===== src/rtl/evt_pulse_queue.sv =====
// Counts rising edges of a synchronised event level into a pending queue drained by a
// valid/ready consumer, with overflow and stuck-input sticky flags.
module evt_pulse_queue #(
  parameter int unsigned CNT_W    = 4,
  parameter int unsigned TOT_W    = 16,
  parameter int unsigned MAX_HIGH = 8
) (
  input  logic             clk,
  input  logic             rst_n,
  input  logic             event_in,
  output logic             evt_valid,
  input  logic             evt_ready,
  output logic [CNT_W-1:0] pend_cnt,
  output logic [TOT_W-1:0] total_cnt,
  output logic             ovf,
  output logic             stuck,
  input  logic             err_clr
);

  localparam int unsigned RUN_W = 8;
  localparam logic [RUN_W-1:0] RUN_MAX    = RUN_W'(MAX_HIGH);
  localparam logic [RUN_W-1:0] RUN_MAX_M1 = RUN_W'(MAX_HIGH - 1);

  logic             event_q;
  logic [RUN_W-1:0] high_run;
  logic             rise;
  logic             accept;
  logic             pend_full;
  logic             ovf_set;
  logic             stuck_set;
  logic [CNT_W-1:0] pend_next;
  logic [RUN_W-1:0] run_next;

  // evt_valid depends only on the registered count, never on evt_ready
  assign evt_valid = (pend_cnt != '0);

  always_comb begin
    rise      = event_in & ~event_q;
    accept    = evt_valid & evt_ready;
    pend_full = (pend_cnt == '1);
    ovf_set   = rise & ~accept & pend_full;
    stuck_set = event_in && (high_run == RUN_MAX_M1);

    pend_next = pend_cnt;
    if (rise && !accept && !pend_full) begin
      pend_next = pend_cnt + 1'b1;
    end else if (!rise && accept) begin
      pend_next = pend_cnt - 1'b1;
    end

    run_next = high_run;
    if (!event_in) begin
      run_next = '0;
    end else if (high_run != RUN_MAX) begin
      run_next = high_run + 1'b1;
    end
  end

  always_ff @(posedge clk or negedge rst_n) begin
    if (!rst_n) begin
      event_q   <= 1'b0;
      pend_cnt  <= '0;
      total_cnt <= '0;
      high_run  <= '0;
      ovf       <= 1'b0;
      stuck     <= 1'b0;
    end else begin
      event_q   <= event_in;
      pend_cnt  <= pend_next;
      high_run  <= run_next;
      if (rise) begin
        total_cnt <= total_cnt + 1'b1;
      end
      // set has priority over clear so a coincident event is never hidden
      if (ovf_set) begin
        ovf <= 1'b1;
      end else if (err_clr) begin
        ovf <= 1'b0;
      end
      if (stuck_set) begin
        stuck <= 1'b1;
      end else if (err_clr) begin
        stuck <= 1'b0;
      end
    end
  end

endmodule


===== config.mk =====
export PLATFORM = sky130hd
export DESIGN_NAME = evt_pulse_queue
export DESIGN_NICKNAME = d
export VERILOG_FILES = /design/src/rtl/evt_pulse_queue.sv
export SDC_FILE = /design/constraint.sdc
export NUM_CORES = 1
export LEC_CHECK = 0
export ABC_AREA = 1
export ABC_CLOCK_PERIOD_IN_PS = 2400
export CAP_MARGIN = 20
export CORE_ASPECT_RATIO = 1.2
export CORE_MARGIN = 4
export CORE_UTILIZATION = 50
export DETAILED_ROUTE_END_ITERATION = 8
export HOLD_SLACK_MARGIN = 0.03
export PLACE_DENSITY = 0.81
export SLEW_MARGIN = 5
export SYNTH_ARGS = -nofsm -noshare
export SYNTH_HDL_FRONTEND = slang
export SYNTH_SLANG_ARGS = --single-unit

===== constraint.sdc =====
create_clock -name clk -period 2.4 [get_ports clk]
set_input_delay 0.48 -clock clk [delete_from_list [all_inputs] [get_ports clk]]
set_output_delay 0.48 -clock clk [all_outputs]
set_load 0.01 [all_outputs]

==> flow_summary.toml <==
[logic_synthesis]
yosysUniqueCellTypes = 27
synthSimpleGateAreaFrac = 0.308
synth-async-reset-ratio = 1.00
yosys_most_used_dff = "dfrtp_1"
synth-xor-area-share = 0.0594
ys_ff_latch = 31
synth.mux.area_fraction = 0
yosys_warnings = 0
synth_area_sq_um = 1620
synth_top_family_by_area = "simple AND/OR/NAND/NOR gates"
syn-num-nets = 196
synth.avg_cell_area_sq_um = 8.77
postSynthCellCount = 185
synth_fa_ha_area_frac = 0.0509
ys_seq_area_frac = 0.478
synth_compound_area_frac = 0.0455
synth_edf_count = 0

[floorplan]
io-pin-count = 28
initial_utilization = 0.526
die_h_um = 70.4
die-area_sq_um = 4220
die_width_um = 60.0
coreArea_sq_um = 3080
placementRows = 22

[detailed_routing]
drt_wl_total_um = 2950
drc = 0
dr.first_iter.drc_count = 41
wl_per_cell_um = 11.5
vias = 1295
ant_nets = 0
via_per_inst = 5.04
firstDrtPassIters = 4

[global_routing]
grt_usage = 0.162
grt_use_met1 = 0.189
grt_busiest_layer = "met2"
grt_use_met3 = 0.0444
grt_first_pass_wirelength_um = 5170
met2_usage = 0.261
first_global_vias = 1258
grt_max_degree = 32
globalRouteOverflowTotal = 0
antenna_found_initial = 0

[clock_tree]
cts_tree = "yes"
cts_hold_buf = 0
ctsHtreeMaxLevel = 2
clk_pin_slew_ns = 0.10
cts_made_buffers = 5
postCtsSetupRepairBufs = 0
clkSinkCount = 31
clkLatencyLatePin_ns = 0.34
clock_path_buffers = 2
post_cts_resized = 0
clockRootBuffer = "clkbuf_4"

[place]
dp_hpwl_um = 2200
portBuffers = 27
pre_cts_slack_ns = 0.0806
routabilityCongestion = 0.798

[final_layout]
area_growth_pct = 23.6
layout_commonest_cell = "nand2_1"
nets = 232
n_antenna_cell = 0
most-common-layout-cells = "nand2_1, dfrtp_1, clkdlybuf4s50_1"
drive_gt1_frac = 0.0905
nFillCells = 268

[timing]
timing.final.ws_setup_ns = 0.354
max_freq_ghz = 0.489
max_slew_margin = 0.743
tightest_slew_ns = 0.386
rsz0062_at_grt = "false"
final_hold_viol_count = 0
finalCritPeriodShare = 0.853
fin_tns_setup_ns = 0
setup_viol = 0
finalCriticalPeriod_ns = 2.05
drv_slew = 0
skew_ns = 0.0116

[critical_path]
r2r_setup_slack_ns = 0.50
worstRegToRegCells = 12
crit_required_ns = 1.92
crit_fanout = 7
timing.rr.end = "pend_cnt[3]$_DFFE_PN0P_"
path_class = "reg2out"
timing.rr.start = "pend_cnt[0]$_DFFE_PN0P_"
cp.arrival_ns = 1.57
start_kind = "flop"
end_kind = "output pin"

[pwr]
clock_power_share = 0.197
combPwrFrac = 0.343
internal_power_mw = 1.04
p_sw_mw = 0.554
p_seq_frac = 0.460
pwr_density_cell_nw_per_um2 = 793
ir_drop_v = 0.000822
p_leak_nw = 0.992
p_sw_frac = 0.348
finalPower_mw = 1.59

[min_path]
min_to = "total_cnt[6]$_DFFE_PN0P_"
hold_depth = 1
worstHoldPathType = "reg2reg"
hold_start = "total_cnt[6]$_DFFE_PN0P_"

[run]
maxCapViolCount = 0

[status]
outcome = "complete, no violations"
-- critical path, stage by stage, from the launching register on --
cell	delay, ns
dfrtp_1	0.49
nor2_1	0.08
nand2_1	0.11
clkdlybuf4s50_1	0.55
-- area by class of cell --
cell class              count  area (sq um)  area share
multi-input cells         132           752       0.375
flip-flops and latches     31           776       0.387
repair buffers             30           293       0.146
inverters                  21          83.8      0.0418
well taps                  36          45.0      0.0225
clock buffers               6          51.3      0.0256
clock inverters             1          5.00     0.00250
-- flip-flops by register name, summed over array words and instances, names as in the netlist --
| name | flops |
|---|---|
| ovf | 1 |
| high_run | 8 |
| pend_cnt | 4 |
| total_cnt | 16 |
| event_q | 1 |
| stuck | 1 |
-- through the flow --
step / instances / area, sq um / util / hold WS [ns]
floorplan: 185 / 1620 / - / 0.184
global placement: 250 / 1950 / 0.632 / 0.483
detailed placement: 250 / 1950 / 0.632 / 0.471
CTS: 257 / 2010 / 0.651 / 0.500
global route: 257 / 2010 / 0.651 / 0.523
finish: 257 / 2010 / 0.651 / 0.498
-- routing by layer --
layer | wire [um] | vias to the layer above
met5 | 0 | -
met4 | 86 | 0
met3 | 149 | 8
met2 | 1400 | 25
met1 | 1310 | 602
li1 | - | 660
-- cell usage after synthesis, drive strengths merged (2+ instances only) --
library cell | number | area [sq um]
nand2 | 58 | 228
dfrtp | 31 | 776
inv | 21 | 83.8
nor2 | 21 | 120
nand3 | 15 | 87.6
xnor2 | 7 | 61.3
a21oi | 5 | 25.0
ha | 5 | 62.6
o21ai | 5 | 25.0
nand4 | 4 | 25.0
xor2 | 4 | 35.0
nand3b | 2 | 27.5
-- cell families (layout without fill, tap and decap cells) --
family	Yosys count	after routing
simple gates	102	102
buf+inv	22	58
xor+xnor	11	11
flops	31	31
fa+ha+maj	6	6
compound gates	13	13
-- worst max path at each step --
stage                       startpoint                 endpoint  slack, ns  depth (start not counted)
2_1_floorplan  pend_cnt[0]$_DFFE_PN0P_  pend_cnt[3]$_DFFE_PN0P_       0.58                         12
3_3_place_gp                  event_in  pend_cnt[3]$_DFFE_PN0P_       0.13                         12
3_5_place_dp                  event_in  pend_cnt[3]$_DFFE_PN0P_       0.08                         12
4_1_cts        pend_cnt[0]$_DFFE_PN0P_                evt_valid       0.34                          3
5_1_grt        pend_cnt[0]$_DFFE_PN0P_                evt_valid       0.26                          3
6_report       pend_cnt[0]$_DFFE_PN0P_                evt_valid       0.35                          3
-- power groups by stage --
stage                     sequential (mW)  combinational [mW]  clock [mW]
after floorplan                     0.759               0.284           0
after global placement              0.740               0.539           0
after detailed placement            0.742               0.553           0
after CTS                           0.733               0.554       0.331
after global routing                0.752               0.612       0.350
final                               0.732               0.545       0.314
Note: power is estimated with default switching activity, not from simulation.
